$ cat src/rtl/multi_spike_source_pkg.sv
// Configuration packages for the stimulus source: network sizing, dispatch opcodes and
// the source-local slot layout and FSM state type.
package network_config;
  localparam int unsigned NUM_INP      = 5;
  localparam int unsigned CHARGE_WIDTH = 8;
endpackage

package dispatch_config;
  localparam int unsigned OPC_WIDTH = 3;
  localparam int unsigned NUM_OPC   = 4;
  // Encodings not listed here are accepted as no-ops.
  typedef enum logic [OPC_WIDTH-1:0] {
    OpcRun = 3'd1,
    OpcSpk = 3'd2,
    OpcSnc = 3'd3,
    OpcClr = 3'd4
  } opcode_t;
endpackage

package source_config;
  import network_config::*;
  import dispatch_config::*;

  localparam int unsigned PFX_WIDTH  = OPC_WIDTH;
  localparam int unsigned IDX_WIDTH  = (NUM_INP > 1) ? $clog2(NUM_INP) : 1;
  localparam int unsigned SLOT_WIDTH = 1 + IDX_WIDTH + CHARGE_WIDTH;

  typedef enum logic [1:0] {StIdle, StSpike, StRun, StSync} src_state_t;
endpackage

$ cat src/rtl/multi_spike_source_sat_add.sv
// Signed adder that clamps to the representable range and flags when it clamped.
module sat_add #(
  parameter int unsigned WIDTH = 8
) (
  input  logic signed [WIDTH-1:0] i_a,
  input  logic signed [WIDTH-1:0] i_b,
  output logic signed [WIDTH-1:0] o_sum,
  output logic                    o_clamp
);
  logic signed [WIDTH:0] w_sum;

  assign w_sum   = {i_a[WIDTH-1], i_a} + {i_b[WIDTH-1], i_b};
  // Top two bits disagree exactly when the sum left the WIDTH-bit range.
  assign o_clamp = w_sum[WIDTH] ^ w_sum[WIDTH-1];

  always_comb begin
    o_sum = w_sum[WIDTH-1:0];
    if (o_clamp) begin
      o_sum = w_sum[WIDTH] ? {1'b1, {(WIDTH-1){1'b0}}} : {1'b0, {(WIDTH-1){1'b1}}};
    end
  end
endmodule

$ cat src/rtl/multi_spike_source.sv
// Packet-driven stimulus source: decodes RUN/SPK/SNC/CLR packets and drives the network
// core's enable, sync, reset and input-charge vector.
module multi_spike_source
  import network_config::*;
  import dispatch_config::*;
  import source_config::*;
#(
  parameter int unsigned SPK_PER_PKT = 2,
  parameter bit          ACCUM       = 1'b0,
  parameter int unsigned PKT_WIDTH   = PFX_WIDTH + SPK_PER_PKT * SLOT_WIDTH
) (
  input  logic                           clk,
  input  logic                           arstn,
  input  logic                           src_valid,
  output logic                           src_ready,
  input  logic [PKT_WIDTH-1:0]           src,
  input  logic                           net_ready,
  output logic                           net_sync,
  output logic                           net_arstn,
  output logic                           net_en,
  output logic signed [CHARGE_WIDTH-1:0] net_inp [NUM_INP],
  output logic                           overflow
);
  localparam int unsigned RUN_WIDTH = PKT_WIDTH - PFX_WIDTH;
  localparam int unsigned SLOTS_W   = SPK_PER_PKT * SLOT_WIDTH;
  localparam int unsigned PTR_W     = (SPK_PER_PKT > 1) ? $clog2(SPK_PER_PKT) : 1;
  localparam logic [PTR_W-1:0]     PTR_LAST  = PTR_W'(SPK_PER_PKT - 1);
  localparam logic [IDX_WIDTH:0]   NUM_INP_W = (IDX_WIDTH + 1)'(NUM_INP);

  if (PKT_WIDTH < PFX_WIDTH + SLOTS_W) begin : g_cfg_check
    $error("PKT_WIDTH too narrow for SPK_PER_PKT slots plus opcode");
  end

  src_state_t                     r_state, w_state_nxt;
  logic [RUN_WIDTH-1:0]           r_cnt, w_cnt_nxt;
  logic [PTR_W-1:0]               r_ptr, w_ptr_nxt;
  logic [SLOTS_W-1:0]             r_slots, w_slots_nxt;
  logic                           r_sync, w_sync_nxt;
  logic                           r_narst, w_narst_nxt;
  logic                           r_ovf;
  logic signed [CHARGE_WIDTH-1:0] r_inp [NUM_INP];
  logic                           w_clr;

  logic [PFX_WIDTH-1:0]           w_opc;
  logic [RUN_WIDTH-1:0]           w_run_n;
  logic [SLOT_WIDTH-1:0]          w_slot;
  logic                           w_slot_vld;
  logic [IDX_WIDTH-1:0]           w_slot_idx;
  logic signed [CHARGE_WIDTH-1:0] w_slot_val;
  logic signed [CHARGE_WIDTH-1:0] w_sum;
  logic                           w_clamp;
  logic                           w_wr;
  logic signed [CHARGE_WIDTH-1:0] w_wr_val;

  assign w_opc   = src[PKT_WIDTH-1 -: PFX_WIDTH];
  assign w_run_n = src[RUN_WIDTH-1:0];

  always_comb begin
    w_state_nxt = r_state;
    w_cnt_nxt   = r_cnt;
    w_ptr_nxt   = r_ptr;
    w_slots_nxt = r_slots;
    w_sync_nxt  = r_sync;
    w_narst_nxt = 1'b1;
    w_clr       = 1'b0;
    src_ready   = 1'b0;
    net_en      = 1'b0;
    unique case (r_state)
      StIdle: src_ready = 1'b1;
      StSpike: begin
        src_ready = (r_ptr == PTR_LAST);
        if (r_ptr == PTR_LAST) w_state_nxt = StIdle;
        else                   w_ptr_nxt   = r_ptr + 1'b1;
      end
      StRun: begin
        net_en    = net_ready;
        src_ready = net_ready && (r_cnt == RUN_WIDTH'(1));
        if (net_ready) begin
          w_cnt_nxt = r_cnt - RUN_WIDTH'(1);
          if (r_cnt == RUN_WIDTH'(1)) w_state_nxt = StIdle;
        end
      end
      StSync: begin
        src_ready = net_ready;
        if (net_ready) begin
          w_sync_nxt  = 1'b0;
          w_state_nxt = StIdle;
        end
      end
      default: w_state_nxt = StIdle;
    endcase

    // An accepted packet dispatches identically from every state.
    if (src_valid && src_ready) begin
      w_state_nxt = StIdle;
      case (w_opc)
        OpcSpk: begin
          w_slots_nxt = src[SLOTS_W-1:0];
          w_ptr_nxt   = '0;
          w_state_nxt = StSpike;
        end
        OpcRun: begin
          if (w_run_n != '0) begin
            w_cnt_nxt   = w_run_n;
            w_state_nxt = StRun;
          end
        end
        OpcSnc: begin
          w_sync_nxt  = 1'b1;
          w_state_nxt = StSync;
        end
        OpcClr: begin
          w_narst_nxt = 1'b0;
          w_clr       = 1'b1;
        end
        default: ;
      endcase
    end
  end

  always_ff @(posedge clk or negedge arstn) begin
    if (!arstn) begin
      r_state <= StIdle;
      r_cnt   <= '0;
      r_ptr   <= '0;
      r_slots <= '0;
      r_sync  <= 1'b0;
      r_narst <= 1'b0;
    end else begin
      r_state <= w_state_nxt;
      r_cnt   <= w_cnt_nxt;
      r_ptr   <= w_ptr_nxt;
      r_slots <= w_slots_nxt;
      r_sync  <= w_sync_nxt;
      r_narst <= w_narst_nxt;
    end
  end

  assign w_slot     = r_slots[r_ptr * SLOT_WIDTH +: SLOT_WIDTH];
  assign w_slot_vld = w_slot[SLOT_WIDTH-1];
  assign w_slot_idx = w_slot[CHARGE_WIDTH +: IDX_WIDTH];
  assign w_slot_val = w_slot[CHARGE_WIDTH-1:0];
  assign w_wr       = (r_state == StSpike) && w_slot_vld && ({1'b0, w_slot_idx} < NUM_INP_W);

  sat_add #(
    .WIDTH (CHARGE_WIDTH)
  ) u_sat_add (
    .i_a     (r_inp[w_slot_idx]),
    .i_b     (w_slot_val),
    .o_sum   (w_sum),
    .o_clamp (w_clamp)
  );

  assign w_wr_val = ACCUM ? w_sum : w_slot_val;

  // Charges are consumed by a timestep; CLR wins over a coincident final slot write.
  always_ff @(posedge clk or negedge arstn) begin
    if (!arstn) begin
      r_inp <= '{default: '0};
      r_ovf <= 1'b0;
    end else if (w_clr || net_en) begin
      r_inp <= '{default: '0};
      if (w_clr) r_ovf <= 1'b0;
    end else if (w_wr) begin
      r_inp[w_slot_idx] <= w_wr_val;
      if (ACCUM && w_clamp) r_ovf <= 1'b1;
    end
  end

  assign net_inp   = r_inp;
  assign net_sync  = r_sync;
  assign net_arstn = r_narst;
  assign overflow  = r_ovf;
endmodule

$ cat config.mk
export PLATFORM = sky130hd
export DESIGN_NAME = multi_spike_source
export DESIGN_NICKNAME = d
export VERILOG_FILES = /design/src/rtl/multi_spike_source_pkg.sv /design/src/rtl/multi_spike_source_sat_add.sv /design/src/rtl/multi_spike_source.sv
export SDC_FILE = /design/constraint.sdc
export NUM_CORES = 1
export LEC_CHECK = 0
export ABC_AREA = 1
export BUFFER_PORTS_ARGS = -buffer_cell sky130_fd_sc_hd__clkbuf_2
export CORE_MARGIN = 10
export CORE_UTILIZATION = 35
export CTS_CLUSTER_DIAMETER = 50
export CTS_CLUSTER_SIZE = 16
export DETAILED_ROUTE_END_ITERATION = 10
export SLEW_MARGIN = 20
export SYNTH_ARGS = -nofsm -noshare
export SYNTH_HDL_FRONTEND = slang
export SYNTH_SLANG_ARGS = --single-unit
$ cat constraint.sdc
create_clock -name clk -period 2.2 [get_ports clk]
set_input_delay 0.11 -clock clk [delete_from_list [all_inputs] [get_ports clk]]
set_output_delay 0.11 -clock clk [all_outputs]
set_load 0.02 [all_outputs]
== Word level (Yosys, flattened, before mapping) ==
Cells that the tools add are included.

* Register bits: 93
* Output and inout bits: 45
* Input port bits: 31
* Logic and storage cells: 75

* Bitwise operators: 1
* Add/sub/neg operators: 2
* Equality and inequality tests: 12
* Reductions and logical operators: 12
* Multiplexer cells: 32
* Multipliers: 1
* Shift-type cells: 1
* Magnitude comparators: 3

{| class="wikitable"
|+ Operator list
! operator !! number
|-
| $mux 24 || 5
|-
| $mux 40 || 2
|-
| $bwmux 40 || 1
|-
| $demux 8 s3 || 1
|-
| $eq 24x1->1 const B || 1
|-
| $reduce_bool 24->1 || 1
|-
| $shiftx 24x6->12 || 1
|-
| $sub 24x1->24 const B || 1
|-
| $mux 1 || 13
|-
| $mux 2 || 6
|-
| $ne 3x3->1 const B || 4
|-
| $pmux 2 s3 || 2
|-
| $mux 8 || 1
|-
| $eq 3x2->1 const B || 2
|-
| $logic_and 1x1->1 || 5
|-
| $reduce_and 5->1 || 1
|-
| $eq 2x2->1 const B || 2
|-
| $ge 4x4->1 const B || 1
|-
| $lt 4x1->1 const B || 1
|-
| $not 3->4 || 1
|-
| $pmux 1 s4 || 1
|-
| $reduce_bool 4->1 || 1
|-
| $eq 3x1->1 const B || 1
|-
| $eq 3x3->1 const B || 1
|-
| other kinds (8) || 8
|}

== Depth between registers and ports, before layout ==
* Depth in word-level cells: 10
* Gate-level depth with buffers: 13
* Mapped depth without buffers: 12

== Worst setup path after synthesis ==
No wires, ideal clock.

* Path type: register -> register
* From: reg r_cnt[1]
* To: reg r_slots[19]
* Clock period less this slack: 1.599 ns
* Setup time: 0.121 ns
* Path buffers: 2
* Cell stages (with the launch flop): 12
* Arrival: 1.478 ns
* Required time: 2.079 ns
* Slack: 0.601 ns
* Cells stage by stage: dfrtp_1 -> inv_1 -> ha_1 -> nand3_1 -> nor2_1 -> nand4_1 -> nand2_4 -> nand3_4 -> buf_6 -> buf_6 -> nand2_1 -> o21ai_1

* Longest elaborated chain between the ends: 5

{| class="wikitable"
|+ Ends and longest elaborated chain
! what !! RTL line !! RTL
|-
| start: declaration || multi_spike_source.sv:35 || <nowiki>logic [RUN_WIDTH-1:0] r_cnt, w_cnt_nxt;</nowiki>
|-
| start signal: assignment || multi_spike_source.sv:131 || <nowiki>r_cnt <= w_cnt_nxt;</nowiki>
|-
| $eq 24x1->1 || multi_spike_source.sv:77 || <nowiki>src_ready = net_ready && (r_cnt == RUN_WIDTH'(1));</nowiki>
|-
| $logic_and 1x1->1 || multi_spike_source.sv:77 ||
|-
| $pmux 1 s4 || multi_spike_source.sv:68 || <nowiki>unique case (r_state)</nowiki>
|-
| $logic_and 1x1->1 || multi_spike_source.sv:94 || <nowiki>if (src_valid && src_ready) begin</nowiki>
|-
| $reduce_and 2->1 (no source line) || n/a ||
|-
| end signal: assignment || multi_spike_source.sv:133 || <nowiki>r_slots <= w_slots_nxt;</nowiki>
|-
| end: declaration || multi_spike_source.sv:37 || <nowiki>logic [SLOTS_W-1:0] r_slots, w_slots_nxt;</nowiki>
|}

Every way passes these cells.
A chain may end at the register's enable or synchronous reset.

== Final worst setup path ==
* From: reg r_state[1]
* To: reg r_slots[15]

* Longest elaborated chain between the ends: 4
* Elaborated cells between the ends (all ways): 7
* Classes of those cells: eq/ne (3); mux (1); reduce/logical (3)

{| class="wikitable"
|+ Ends and longest elaborated chain
! what !! RTL line !! RTL
|-
| start: declaration || multi_spike_source.sv:34 || <nowiki>src_state_t r_state, w_state_nxt;</nowiki>
|-
| start signal: assignment || multi_spike_source.sv:123 || <nowiki>r_state <= StIdle;</nowiki>
|-
| start signal: assignment || multi_spike_source.sv:130 || <nowiki>r_state <= w_state_nxt;</nowiki>
|-
| $eq 2x2->1, or another cell as far along || multi_spike_source.sv:68 ||
|-
| $pmux 1 s4 * || multi_spike_source.sv:68 ||
|-
| $logic_and 1x1->1 * || multi_spike_source.sv:94 ||
|-
| $reduce_and 2->1 (no source line) * || n/a ||
|}

Every way passes the cells marked *; elsewhere a longest branch is shown, timed or not.

==> run metrics <==
status finished, final reports clean; IO Count 76; Syn Inst Count 718; DRT Pass-1 Iters 5; Hold WC Path Type in -> reg; area grow syn2layout 16.9%; post-synthesis xor/xnor area fraction 0.0185; ANT cells 0; Crit Path Max Fanout 49; Post-Route Utilization 0.419; VDD IR max 0.000440 V; Pwr Density 1150 nW/um^2; wire per inst 14.2 um; maximum clock frequency 0.512 GHz; Rows 44; Mapped Avg Cell Area 7.25 um^2; post-layout power 6.99 mW; min Tclk post-route 1.95 ns; Synth Flop Type dfrtp_1; worst path arrival time 2.16 ns; post-synth top area share 0.447; post-synth top area cell dfrtp_1; Total Die Area 20100 um^2; Worst Skew 0.00923 ns; global-route wire length before repair 22800 um; Post-CTS Setup Repair Bufs 0; Synth Register Bits 93; Setup crit start kind register; DRT Wirelength 14000 um; final setup fails 0; Initial Util 0.358; clock buffer depth 2; Tot GR Track Use 0.142; most frequent cell after synthesis nand2_1; PortBufs 74; post-synthesis compound-gate area fraction 0.0868; Vias per Instance 4.53; RSZ-0062 raised after global routing false; Post-Synth Simple-Gate Area 0.306; Max-Cap Viols 0; gp weighted congestion 0.833; FFs w/ async S/R, synth 1.00; Net Count, Synth 751; DR iter-0 viols 234; number of global-route vias before repair 4348; Core Area 14500 um^2; critical path class reg -> reg; Final Cycle Share 0.887; Seq/Total Area, Yosys 0.447; antenna violations before repair 0; post-synth cell types 35; top area cells in the synthesized netlist dfrtp_1 45%, nand2_1 14%, inv_1 9.5%; Req. time, crit path 2.41 ns; Die Y 142 um; Final Hold Fails 0; Final Max Tran Viols 0; via count 4455; Clock transition at path regs 0.07 ns; layout net count 828; Die X 142 um; worst skew pair latency 0.35 ns; Post-synth top cells 191 x nand2_1, 132 x inv_1, 94 x nor2_1, 93 x dfrtp_1, 38 x nand3_1; Worst Max-Slew Pin Slew 0.662 ns; global route total overflow 0; setup_tns 0 ns; TritonCTS clock tree yes; multiplexer area fraction after synthesis 0; Setup crit end kind register; Resize count post-CTS 0; Yosys Warn Count 0; Layout fillers 1568; layout cells sized above 1 0.174; ANT nets after route 0; Post-Syn Area 5200 um^2; largest net degree at the start of global routing 50; Post-synth EDFFs 0; Lkg Pwr 3.29 nW; relative slew slack 0.554; DP HPWL 10600 um; Synth Area in Adders 0.00481; DRC Markers 0; Num CTS Buffers 9; clk sink count 93; htree depth 3; Root Buffer clkbuf_16; combinational family with the most area after synthesis simple AND/OR/NAND/NOR gates
[worst max-delay path, stage by stage, from the launching register on]
cell and delay (ns):
dfrtp_1 0.56, nand3_4 0.18, inv_2 0.13, nand4_1 0.17, nand2_4 0.21, nand3_4 0.07
buf_4 0.28, nand2_1 0.11, o21ai_0 0.08
[timing repair]
item,in CTS,in global routing
endpoints found under the setup margin,0,0
hold buffers,1,0
endpoints found under the hold margin,26,0
[path summary, 6_finish.rpt]
kind / from / to / slack (ns) / depth (start not counted)
max: r_state[1]$_DFFE_PN0P_ / r_slots[15]$_DFFE_PN0P_ / 0.25 / 8
min: src[20] / r_cnt[20]$_DFF_PN0_ / 0.01 / 3
max reg2reg: r_state[1]$_DFFE_PN0P_ / r_slots[15]$_DFFE_PN0P_ / 0.25 / 8
min reg2reg: r_slots[0]$_DFFE_PN0P_ / r_slots[0]$_DFFE_PN0P_ / 0.48 / 2
max in group asynchronous: arstn / net_inp[12]$_DFFE_PN0P_ / 1.27 / 3
min in group asynchronous: arstn / net_inp[30]$_DFFE_PN0P_ / 0.24 / 2
[layer usage]
layer	vias to the layer above	GRT usage	wire length (um)
met3	8	0.0367	918
met4	0	0.0463	177
met5	-	0	0
met2	111	0.211	6140
li1	2340	-	-
met1	1996	0.196	6770
[where the power goes]
group	switching, mW	internal (mW)
combinational	1.74	0.951
clock	0.708	0.888
sequential	0.454	2.24
[stage by stage]
step | worst slack (ns) | hold slack, ns | instance area [um^2] | instances
3_3_place_gp | 0.272 | 0.0725 | 5780 | 967
4_1_cts | 0.245 | 0.00915 | 6080 | 983
5_1_grt | 0.0758 | 0.0273 | 6080 | 983
6_report | 0.248 | 0.0126 | 6080 | 983
3_5_place_dp | 0.265 | 0.0734 | 5780 | 967
2_1_floorplan | 0.601 | -0.186 | 5200 | 718
[sequential cells by signal, indices dropped and copies added, names as in the netlist]
signal and cells:
net_inp 40, r_cnt 24, r_slots 24, r_state 2, net_arstn 1, net_sync 1
r_ptr 1
[layout by cell type, fill, tap and decap left out, types with 3 or more instances in the layout]
cell type,Yosys,routed
a21oi_1,9,9
buf_12,0,3
buf_4,6,13
clkbuf_16,0,9
clkbuf_2,0,73
dfrtp_1,93,93
inv_1,132,132
inv_2,6,6
nand2_1,191,191
nand2_2,5,5
nand2_4,3,3
nand3_1,38,38
nand3_4,3,3
nand4_1,17,17
nor2_1,94,94
nor2_2,5,5
nor3_1,5,5
o21ai_0,23,23
o21ai_1,37,37
o21ai_2,6,6
xnor2_1,4,4
xor2_1,7,7
[cell families (layout without fill, tap and decap cells)]
kind of cell,Yosys count,after routing
XOR/XNOR,11,11
buffers and inverters,163,244
other,1,1
adder cells (fa/ha/maj),2,2
AO/OA/AOI/OAI,81,81
flip-flops,93,93
AND/OR/NAND/NOR,367,367
[area by class of cell]
| class | instances | area, um^2 | area share |
|---|---|---|---|
| clock inverters | 6 | 72.6 | 0.0119 |
| inverters | 139 | 524 | 0.0862 |
| multi-input cells | 462 | 2170 | 0.357 |
| repair buffers | 90 | 533 | 0.0876 |
| clock buffers | 9 | 225 | 0.0370 |
| flip-flops and latches | 93 | 2330 | 0.382 |
| well taps | 184 | 230 | 0.0378 |
Note: power is estimated with default switching activity, not from simulation.
